==> config.mk <==
export PLATFORM = sky130hd
export DESIGN_NAME = inst_fetch
export DESIGN_NICKNAME = d
export VERILOG_FILES = /design/src/rtl/inst_fetch.sv
export SDC_FILE = /design/constraint.sdc
export NUM_CORES = 1
export LEC_CHECK = 0
export ABC_AREA = 1
export BUFFER_PORTS_ARGS = -buffer_cell sky130_fd_sc_hd__buf_2
export CAP_MARGIN = 20
export CORE_UTILIZATION = 50
export CTS_CLUSTER_DIAMETER = 200
export DETAILED_ROUTE_END_ITERATION = 8
export PLACE_DENSITY = 0.76
export SLEW_MARGIN = 20
export SYNTH_ARGS = -nofsm -noshare
export SYNTH_HDL_FRONTEND = slang
export SYNTH_SLANG_ARGS = --single-unit
==> constraint.sdc <==
create_clock -name i_clock -period 6.6 [get_ports i_clock]
set_input_delay 0.99 -clock i_clock [delete_from_list [all_inputs] [get_ports i_clock]]
set_output_delay 0.99 -clock i_clock [all_outputs]
set_load 0.01 [all_outputs]
==> src/rtl/inst_fetch.sv <==
// inst_fetch: RV32 instruction fetch unit.
// Holds the fetch PC and issues word reads to instruction memory, with at most
// one read outstanding. Returned words are buffered with their PCs in a small
// FIFO whose head feeds the decoder through a valid/ready handshake. A redirect
// flushes the FIFO, drops any in-flight response and restarts fetch.
// Build option: define FETCH_PREFETCH_EN for a 2-entry FIFO that keeps
// fetching while the decoder stalls. Without it the FIFO holds 1 entry.

module inst_fetch #(
   parameter logic [31:0] RESET_PC = 32'h0000_0000
) (
   input  logic        i_clock,
   input  logic        i_reset,
   input  logic        i_redirect,
   input  logic [31:0] i_redirectPC,
   output logic [31:0] o_memAddr,
   output logic        o_memRd,
   input  logic        i_memAck,
   input  logic        i_memRvalid,
   input  logic [31:0] i_memRdata,
   output logic [31:0] o_inst,
   output logic [31:0] o_pc,
   output logic        o_valid,
   input  logic        i_ready
);

`ifdef FETCH_PREFETCH_EN
   localparam int unsigned DEPTH = 2;
`else
   localparam int unsigned DEPTH = 1;
`endif
   localparam int unsigned CW = 2;
   localparam logic [31:0] WORD_MASK = ~32'h3;

   typedef enum logic [1:0] {
      IDLE = 2'd0,
      REQ  = 2'd1,
      WAIT = 2'd2
   } fetchState;

   fetchState    state;
   logic [31:0]  fetchPC;
   logic         discard;

   // Two storage slots with toggling pointers; DEPTH only limits occupancy.
   logic [31:0]  instBuf [2];
   logic [31:0]  pcBuf   [2];
   logic         rdPtr;
   logic         wrPtr;
   logic [CW-1:0] count;

   logic         pushEn;
   logic         popEn;

   // A redirect wins over both the response push and the decoder pop.
   assign pushEn = (state == WAIT) && i_memRvalid && !discard && !i_redirect;
   assign popEn  = (count != '0) && i_ready && !i_redirect;

   assign o_valid = (count != '0);
   assign o_inst  = instBuf[rdPtr];
   assign o_pc    = pcBuf[rdPtr];

   // Request FSM: issues one read at a time and tracks the fetch PC.
   always_ff @(posedge i_clock or posedge i_reset) begin
      if (i_reset) begin
         state     <= IDLE;
         o_memRd   <= 1'b0;
         o_memAddr <= RESET_PC & WORD_MASK;
         fetchPC   <= RESET_PC & WORD_MASK;
         discard   <= 1'b0;
      end else if (i_redirect) begin
         fetchPC <= i_redirectPC & WORD_MASK;
         case (state)
            REQ: begin
               o_memRd <= 1'b0;
               if (i_memAck) begin
                  // Request already accepted: its response must be dropped.
                  discard <= 1'b1;
                  state   <= WAIT;
               end else begin
                  state <= IDLE;
               end
            end
            WAIT: begin
               if (i_memRvalid) begin
                  discard <= 1'b0;
                  state   <= IDLE;
               end else begin
                  discard <= 1'b1;
               end
            end
            default: state <= IDLE;
         endcase
      end else begin
         case (state)
            IDLE: begin
               // Nothing is outstanding in IDLE, so only FIFO occupancy matters.
               if (count < CW'(DEPTH)) begin
                  state     <= REQ;
                  o_memRd   <= 1'b1;
                  o_memAddr <= fetchPC;
               end
            end
            REQ: begin
               if (i_memAck) begin
                  o_memRd <= 1'b0;
                  state   <= WAIT;
               end
            end
            WAIT: begin
               if (i_memRvalid) begin
                  // A discarded response belongs to the old stream: no PC advance.
                  if (!discard) begin
                     fetchPC <= fetchPC + 32'd4;
                  end
                  discard <= 1'b0;
                  state   <= IDLE;
               end
            end
            default: begin
               state   <= IDLE;
               o_memRd <= 1'b0;
            end
         endcase
      end
   end

   // Instruction FIFO: push from memory responses, pop by the decoder.
   always_ff @(posedge i_clock or posedge i_reset) begin
      if (i_reset) begin
         count <= '0;
         rdPtr <= 1'b0;
         wrPtr <= 1'b0;
         for (int i = 0; i < 2; i++) begin
            instBuf[i] <= '0;
            pcBuf[i]   <= '0;
         end
      end else if (i_redirect) begin
         count <= '0;
         rdPtr <= 1'b0;
         wrPtr <= 1'b0;
      end else begin
         if (pushEn) begin
            instBuf[wrPtr] <= i_memRdata;
            pcBuf[wrPtr]   <= fetchPC;
            wrPtr          <= ~wrPtr;
         end
         if (popEn) begin
            rdPtr <= ~rdPtr;
         end
         case ({pushEn, popEn})
            2'b10:   count <= count + CW'(1);
            2'b01:   count <= count - CW'(1);
            default: count <= count;
         endcase
      end
   end

endmodule
---- Word-level counts from Yosys, hierarchy flattened ----
Index checks and enable logic that the tools add are counted.
storage, ports and cells
  bits in registers ....................... 200
  bits of input ports ..................... 70
  logic and storage cells ................. 94
cells by class
  add/subtract/negate cells ............... 3
  order comparisons ....................... 4
  eq/ne operators ......................... 10
  mux-type cells .......................... 38
  bitwise logic cells ..................... 5
  reductions and logical operators ........ 22
operators by type and width
  operator                 count
  $mux W32                 11
  $bwmux W64               2
  $add A32 B3 Y32 const B  1
  $demux W32 S1            1
  $mux W1                  13
  $mux W2                  6
  $reduce_bool A2 Y1       6
  $ne A3 B3 Y1 const B     3
  $pmux W2 S2              2
  $reduce_and A4 Y1        2
  $logic_and A1 B1 Y1      6
  $pmux W2 S3              1
  $reduce_and A3 Y1        2
  $eq A2 B1 Y1 const B     2
  $eq A2 B2 Y1 const B     2
  $ge A2 B2 Y1 const B     2
  $lt A2 B1 Y1 const B     2
  $ne A2 B2 Y1 const B     2
  $not A1 Y2               2
  $reduce_and A2 Y1        2
  $not A1 Y1               3
  $pmux W1 S3              1
  $reduce_bool A3 Y1       1
  $add A2 B1 Y2 const B    1
  5 further kinds          6

---- Depth between registers and ports, before layout ----
Gate-level depths: netlist (run 1).
  depth after elaboration ................. 7
  mapped depth ............................ 12

---- Least setup slack after synthesis (run 1) ----
Ideal clock, no wire load.
  path type ............................... reg-to-output
  start ................................... reg rdPtr
  end ..................................... out o_pc[22]
  data arrival time ....................... 1.083 ns
  path slack .............................. 4.527 ns
  cell stages (with the launch flop) ...... 6
  buffers on the path ..................... 2
  path through ............................ dfrtp_1 > clkbuf_1 > inv_2 > clkbuf_1 > nand2_1 > nand2_1
on the way
  cells in the longest elaborated chain, start to end .. 4
RTL lines
  item                                         line  RTL
  from (decl)                                  48    logic rdPtr;
  from (signal assigned)                       149   rdPtr <= ~rdPtr;
  $not A1 Y2 (implied by the code)             61    assign o_pc = pcBuf[rdPtr];
  $mux W32 (implied by the code) (3 in a row)  61
  to (decl)                                    22    output logic [31:0] o_pc,
No other way between the ends. The select of a mux whose other input is x is not followed.

---- Worst setup path after layout (run 1) ----
  start ................................... in i_redirect
  end ..................................... reg instBuf[54] (netlist name)
on the way
  cells in the longest elaborated chain, start to end .. 3
  elaborated cells on any way between the ends .. 4
  classes of those cells .................. 1 x bitwise; 3 x reduce/logical
RTL lines
  item                                  line  RTL
  from (decl)                           14    input logic i_redirect,
  $logic_not A1 Y1                      56    assign pushEn = (state == WAIT) && i_memRvalid && !discard && !i_redirect;
  $logic_and A1 B1 Y1                   56
  $reduce_and A2 Y1 (no source line) *  -
  to (signal, indexed assignment)       144   instBuf[wrPtr] <= i_memRdata;
  to (decl)                             46    logic [31:0] instBuf [2];
Every way passes the cells marked *; elsewhere a longest branch is shown, timed or not.
A chain may end at the register's enable or synchronous reset.

==> results of run 1 <==
## metal layers
metal  global-route usage  wire length, um  vias to the layer above
met1                0.341            10100                     3546
met2                0.374             9890                      231
met5                    0                0                        -
li1                     -                -                     3873
met3               0.0481             1280                       18
met4               0.0722              288                        0
## worst max-delay path: stages
cell     delay, ns
buf_2         0.45
inv_2         0.38
nand2_4       0.22
inv_2         0.21
nand2_4       0.47
buf_4         0.68
o21ai_0       0.18
## final timing paths
check                                          start                         to  slack (ns)  cells after the start
hold reg to reg            o_memAddr[20]$_DFFE_PP0P_  o_memAddr[20]$_DFFE_PP0P_        0.48                      2
hold / removal             o_memAddr[20]$_DFFE_PP0P_  o_memAddr[20]$_DFFE_PP0P_        0.48                      2
max in group asynchronous                    i_reset      pcBuf[60]$_DFFE_PP0P_        4.73                      3
min in group asynchronous                    i_reset       pcBuf[7]$_DFFE_PP0P_        0.62                      2
setup reg to reg                state[0]$_DFFE_PP0P_    instBuf[52]$_DFFE_PP0P_        3.70                     10
setup / recovery                          i_redirect    instBuf[54]$_DFFE_PP0P_        3.24                      7
## layout make-up
| type | instances | share of cell area |
|---|---|---|
| Clock inverter | 12 | 0.0130 |
| Inverter | 88 | 0.0322 |
| Sequential cell | 192 | 0.461 |
| Multi-Input combinational cell | 813 | 0.340 |
| Clock buffer | 20 | 0.0429 |
| Timing Repair Buffer | 168 | 0.0836 |
| Tap cell | 225 | 0.0270 |
## state kept, by name, summed over array words and instances (netlist names)
name / count
rdPtr: 1
discard: 1
o_memAddr: 30
fetchPC: 30
wrPtr: 1
pcBuf: 60
state: 2
o_memRd: 1
count: 2
instBuf: 64
## kinds of logic after synthesis
| group | after synthesis |
|---|---|
| buf+inv | 146 |
| fa+ha+maj | 5 |
| other cells | 1 |
| flops | 192 |
| simple gates | 604 |
| xor+xnor | 10 |
| compound gates | 190 |
## stage by stage
| step | total power (W) | hold WS [ns] | instance area [um^2] | setup slack, ns |
|---|---|---|---|---|
| floorplan | 0.00239 | 0.453 | 8970 | 0.383 |
| global placement | 0.00282 | 0.464 | 9810 | 2.87 |
| detailed placement | 0.00286 | 0.469 | 9810 | 2.81 |
| CTS | 0.00388 | 0.485 | 10400 | 3.25 |
| global route | 0.00411 | 0.505 | 10400 | 2.95 |
| finish | 0.00386 | 0.482 | 10400 | 3.24 |
## power groups by stage
stage                     combinational, W  clock [W]  sequential (W)
after floorplan                   0.000710          0         0.00168
after global placement             0.00114          0         0.00168
after detailed placement           0.00117          0         0.00168
after CTS                          0.00118    0.00103         0.00166
after global routing               0.00133    0.00108         0.00170
final                              0.00118    0.00101         0.00167
## cell usage in the layout, fill, tap and decap left out, types with 2 or more instances in the layout
cell | synthesis | layout
nand2_1 | 488 | 488
dfrtp_1 | 192 | 191
buf_2 | 13 | 161
o21ai_0 | 116 | 116
inv_1 | 84 | 83
nor2_1 | 59 | 59
o21ai_1 | 48 | 48
nand3_1 | 46 | 45
clkbuf_16 | 0 | 17
xor2_1 | 9 | 9
a21oi_1 | 8 | 8
buf_4 | 4 | 6
o211ai_1 | 5 | 5
ha_1 | 5 | 5
conb_1 | 1 | 4
clkinvlp_4 | 0 | 4
inv_2 | 3 | 3
o21ai_2 | 3 | 3
o22ai_1 | 3 | 3
a31oi_1 | 3 | 3
nand4_1 | 3 | 3
clkinv_4 | 0 | 3
inv_6 | 0 | 2
nor2_2 | 2 | 2
nand2_4 | 2 | 2
clkinv_2 | 0 | 2
bufinv_16 | 0 | 2
clkbuf_1 | 27 | 2
==> key figures, run 1 <==
Outcome
  – Outcome: complete, no violations

Clocking
  – Worst-Skew Late Latency: 0.43 ns
  – Clk slew on worst S/H paths: 0.07 ns
  – Post-CTS Repair Setup Buffers: 0
  – CTS resizes: 0
  – CTS root buf: clkbuf_16
  – CTS Hold Buffers Added: 0
  – Maximum clock insertion buffer count: 2
  – Clock sinks: 192
  – CTS tree: built
  – Inserted Clock Buffers: 17
  – # H-tree levels: 4

Logic synthesis
  – EDFF count, synth: 0
  – Post-Synth Adder-Cell Area: 0.00698
  – Register area share after synthesis: 0.536
  – Synth area leaders: dfrtp_1, nand2_1, o21ai_0
  – Mapped Cells: 1,148
  – Synth warn: 0
  – Syn avg cell area: 7.80 um^2
  – Area share of the largest cell type after synthesis: 0.536
  – Most used standard cell by instance count after synthesis: nand2_1
  – Compound-Gate Fraction of Synth Area: 0.111
  – Main combinational cell family by area after synthesis: simple AND/OR/NAND/NOR gates
  – Synth Register Bits: 192
  – Post-synth top cells: nand2_1, dfrtp_1, o21ai_0
  – Number of distinct library cells after synthesis: 33
  – Synthesized cell area: 8960 um^2
  – Async set-reset flop share out of synthesis: 1.00
  – Simple-gate share of the synthesized area: 0.264
  – Synth Area in XOR/XNOR: 0.00978
  – Mux cell area share after synthesis: 0
  – Primary FF master, synth: dfrtp_1
  – Top cell type by total area after synthesis: dfrtp_1

Placement
  – Gp weighted congestion: 0.936
  – DP Wirelength: 14.4 mm
  – IO buf count: 161
  – Post-Place Cells: 1,485

Pwr
  – NetSw: 0.00135 W
  – Sequential power share: 0.432
  – Internal: 0.00250 W
  – Switching Share: 0.351
  – Clk pwr share: 0.263
  – Max VDD drop: 0.000185 V
  – Leakage: 5.54 nW
  – P per Cell Area: 370 nW/um^2
  – Comb pwr share: 0.305

Route
  – Antenna Nets Post-Route: 0
  – DR pass1 iterations: 5
  – Number of remaining DRC errors: 0
  – Iteration-0 DRC Markers: 516
  – Drt via density: 5.05
  – Total number of vias: 7,668
  – Routed WL per cell: 14.2 um
  – Total Wirelength: 21.6 mm

Final layout
  – Layout area overhead: 16.3%
  – Layout Nets: 1,355
  – Seq. cell area: 4810 um^2
  – FILL cells: 1,607
  – Share of cells above drive strength 1: 0.166
  – Multi-input gate area: 3550 um^2
  – Post-route insts no fill: 1,518
  – Finished Core Util: 0.598
  – Inserted Diodes: 0

Die
  – # rows: 48
  – Initial Util: 0.514
  – Die Ht: 136 um
  – Total core area: 17,400 um^2
  – Die footprint: 18,500 um^2
  – Die extent in x: 136 um
  – # IOs: 168

Global routing
  – Total GRT Usage: 0.241
  – Gr ovfl total: 0
  – Initial antenna violation count: 0
  – First-pass GRT wire length: 34.5 mm
  – Vias in the first global route: 7,021
  – Pin count of the biggest net entering global routing: 125

Critical path
  – Critical Path RT: 6.87 ns
  – Arrival time worst endpoint: 3.63 ns
  – Worst Path Max Fanout: 73
  – Critical path class: input port to flop
  – Startpoint types: input port
  – Critical Path Sink Type: flop

Timing
  – F_max: 298 MHz
  – Final-report hold violation count: 0
  – Setup Viol. Count Final: 0
  – RSZ-0062 raised after global routing: no
  – Fin crit share: 0.509
  – Final min period: 3.36 ns
  – Worst slew pin tran: 0.845 ns
  – Clock skew: 0.00990 ns
  – Slew Viols, Final: 0
  – Slew margin rel.: 0.437
  – TNS Setup: 0 ns

Hold path
  – Hold Path Class: flop to flop

Run
  – Max-cap violations: 0
No activity file was read; power rests on OpenSTA's default activity.
==> run 2, diff against run 1 <==
==> constraint.sdc (replaced) <==
create_clock -name i_clock -period 2.85 [get_ports i_clock]
set_input_delay 0.4275 -clock i_clock [delete_from_list [all_inputs] [get_ports i_clock]]
set_output_delay 0.4275 -clock i_clock [all_outputs]
set_load 0.01 [all_outputs]
==> run 2 against run 1 <==
  * Register-to-register slack worse by 3.1 ns
  * Critical path type is now flop to flop
  * Die area unchanged
  * Total power is 140% higher
  * Critical endpoint is now fetchPC[11]$_DFFE_PP0P_
==> key figures, run 2 (synthesis results as in run 1) <==
Final layout
  – Finished Core Util: 0.609
  – Share of cells above drive strength 1: 0.171
  – Register bank with the most flops: instBuf
  – Max FFs per register: 64
  – Post-route insts no fill: 1,526
  – Fin area: 10,600 um^2
  – Layout area overhead: 18.5%
  – Most frequent cells in the layout: nand2_1, dfrtp_1, buf_2
  – Leading cell type in the layout, fill and taps excluded: nand2_1
  – Inserted Diodes: 0
  – Largest registers: instBuf x64, pcBuf x60
  – Layout Nets: 1,363

Critical path
  – Worst reg2reg path depth: 8
  – Reg2reg setup slack: 0.63 ns
  – Largest stage delay, worst path: 0.45 ns
  – Worst Path Max Fanout: 10
  – Crit-path slowest cell: nor2_1
  – Worst reg2reg startpoint: state[0]$_DFFE_PP0P_
  – Critical Path RT: 3.21 ns
  – Crit-path cells: inv_1 > ha_1 > nand2_2 > nor2_4 > nor2_1 > clkinv_1 > o21ai_0 > o21bai_1
  – R2R Path End: fetchPC[11]$_DFFE_PP0P_
  – Startpoint types: flop
  – Critical Path Sink Type: flop
  – Critical path class: flop to flop
  – Arrival time worst endpoint: 2.58 ns

Die
  – Initial Util: 0.514
  – Die extent in x: 136 um
  – # IOs: 168
  – Die Ht: 136 um
  – Die footprint: 18,500 um^2
  – # rows: 48
  – Total core area: 17,400 um^2

Route
  – Iteration-0 DRC Markers: 567
  – Total Wirelength: 21.7 mm
  – DR pass1 iterations: 6
  – Drt via density: 5.10
  – Number of remaining DRC errors: 0
  – Routed WL per cell: 14.3 um
  – Total number of vias: 7,783
  – Antenna Nets Post-Route: 0

Placement
  – Post-Place Cells: 1,493
  – Gp weighted congestion: 0.944
  – IO buf count: 161
  – DP Wirelength: 14.8 mm
  – Dpl cell area: 9920 um^2
  – Setup WS pre-CTS: 0.662 ns

Timing
  – F_max: 450 MHz
  – Final WS setup: 0.625 ns
  – Hold_ws: 0.210 ns
  – Final min period: 2.22 ns
  – Slew margin rel.: 0.513
  – Clock skew: 0.00747 ns
  – Setup Viol. Count Final: 0
  – Worst slew pin tran: 0.731 ns
  – RSZ-0062 raised after global routing: no
  – Final-report hold violation count: 0
  – Fin crit share: 0.781
  – Slew Viols, Final: 0

Hold path
  – Hold_sp: i_redirectPC[21]
  – Worst hold stages: 3
  – Hold Path Class: input port to flop
  – Hold EP: fetchPC[21]$_DFFE_PP0P_

Clocking
  – # H-tree levels: 4
  – Maximum clock insertion buffer count: 2
  – Clk slew on worst S/H paths: 0.07 ns
  – CTS root buf: clkbuf_16
  – Worst-Skew Late Latency: 0.43 ns
  – Clock sinks: 192
  – Inserted Clock Buffers: 17
  – CTS resizes: 0
  – CTS tree: built

Pwr
  – P per Cell Area: 877 nW/um^2
  – Leakage: 5.66 nW
  – Max VDD drop: 0.000513 V

Global routing
  – Total GRT Usage: 0.244
  – First-pass GRT wire length: 35.2 mm
  – Pin count of the biggest net entering global routing: 125
  – Gr ovfl total: 0
  – Initial antenna violation count: 0
  – Vias in the first global route: 7,159

Run
  – Max-cap violations: 0

Outcome
  – Outcome: complete, no violations
-- run 2: power breakdown --
part / switching [W] / leakage, nW / internal (W) / total [W]
clock: 0.00102 / 0.323 / 0.00170 / 0.00272
combinational: 0.00168 / 2.81 / 0.00104 / 0.00273
sequential: 0.000420 / 2.53 / 0.00344 / 0.00386
total: 0.00313 / 5.66 / 0.00618 / 0.00931
-- run 2: layout make-up --
cell class                 count  area [um^2]
fill                        1581         6800
sequential                   192         4810
multi-input combinational    813         3540
timing repair buffer         176          971
clock buffer                  20          457
inverter                      88          334
tap                          225          282
clock inverter                12          229
-- run 2: how the worst max path moves through the flow --
stage / from / end / slack (ns) / cells after the start
2_1_floorplan: i_reset / count[0]$_DFFE_PP0P_ / -0.05 / 1
3_3_place_gp: state[0]$_DFFE_PP0P_ / fetchPC[22]$_DFFE_PP0P_ / 0.73 / 9
3_5_place_dp: state[0]$_DFFE_PP0P_ / fetchPC[11]$_DFFE_PP0P_ / 0.66 / 8
4_1_cts: rdPtr$_DFFE_PP0P_ / o_pc[17] / 0.63 / 4
5_1_grt: state[0]$_DFFE_PP0P_ / fetchPC[31]$_DFFE_PP0P_ / 0.44 / 9
6_report: state[0]$_DFFE_PP0P_ / fetchPC[11]$_DFFE_PP0P_ / 0.63 / 8
-- run 2: per-layer routing --
layer	global-route usage	wire, um	up-vias	part of all wire
met5	0	0	-	0
met4	0.0833	389	0	0.018
met3	0.0343	1440	27	0.066
met2	0.393	10100	267	0.47
met1	0.340	9800	3605	0.45
li1	-	-	3884	-
-- run 2: timing repair --
action                                 4_1_cts  5_1_grt
setup buffers                                0        0
hold buffers                                 1        0
endpoints found under the hold margin        7        0
-- run 2: stage by stage --
step,setup TNS (ns),total power (W)
finish,0,0.00931
global route,0,0.00993
detailed placement,0,0.00665
floorplan,-10.36,0.00554
global placement,0,0.00655
CTS,0,0.00938
-- run 2: critical path, delay by kind of cell, from the launching register on --
family	cells	cell delay, ns
AOI/OAI and AO/OA	2	0.37
adders and majority gates	1	0.27
buffers and inverters	2	0.53
DFF	1	0.35
and+or+nand+nor	3	0.62
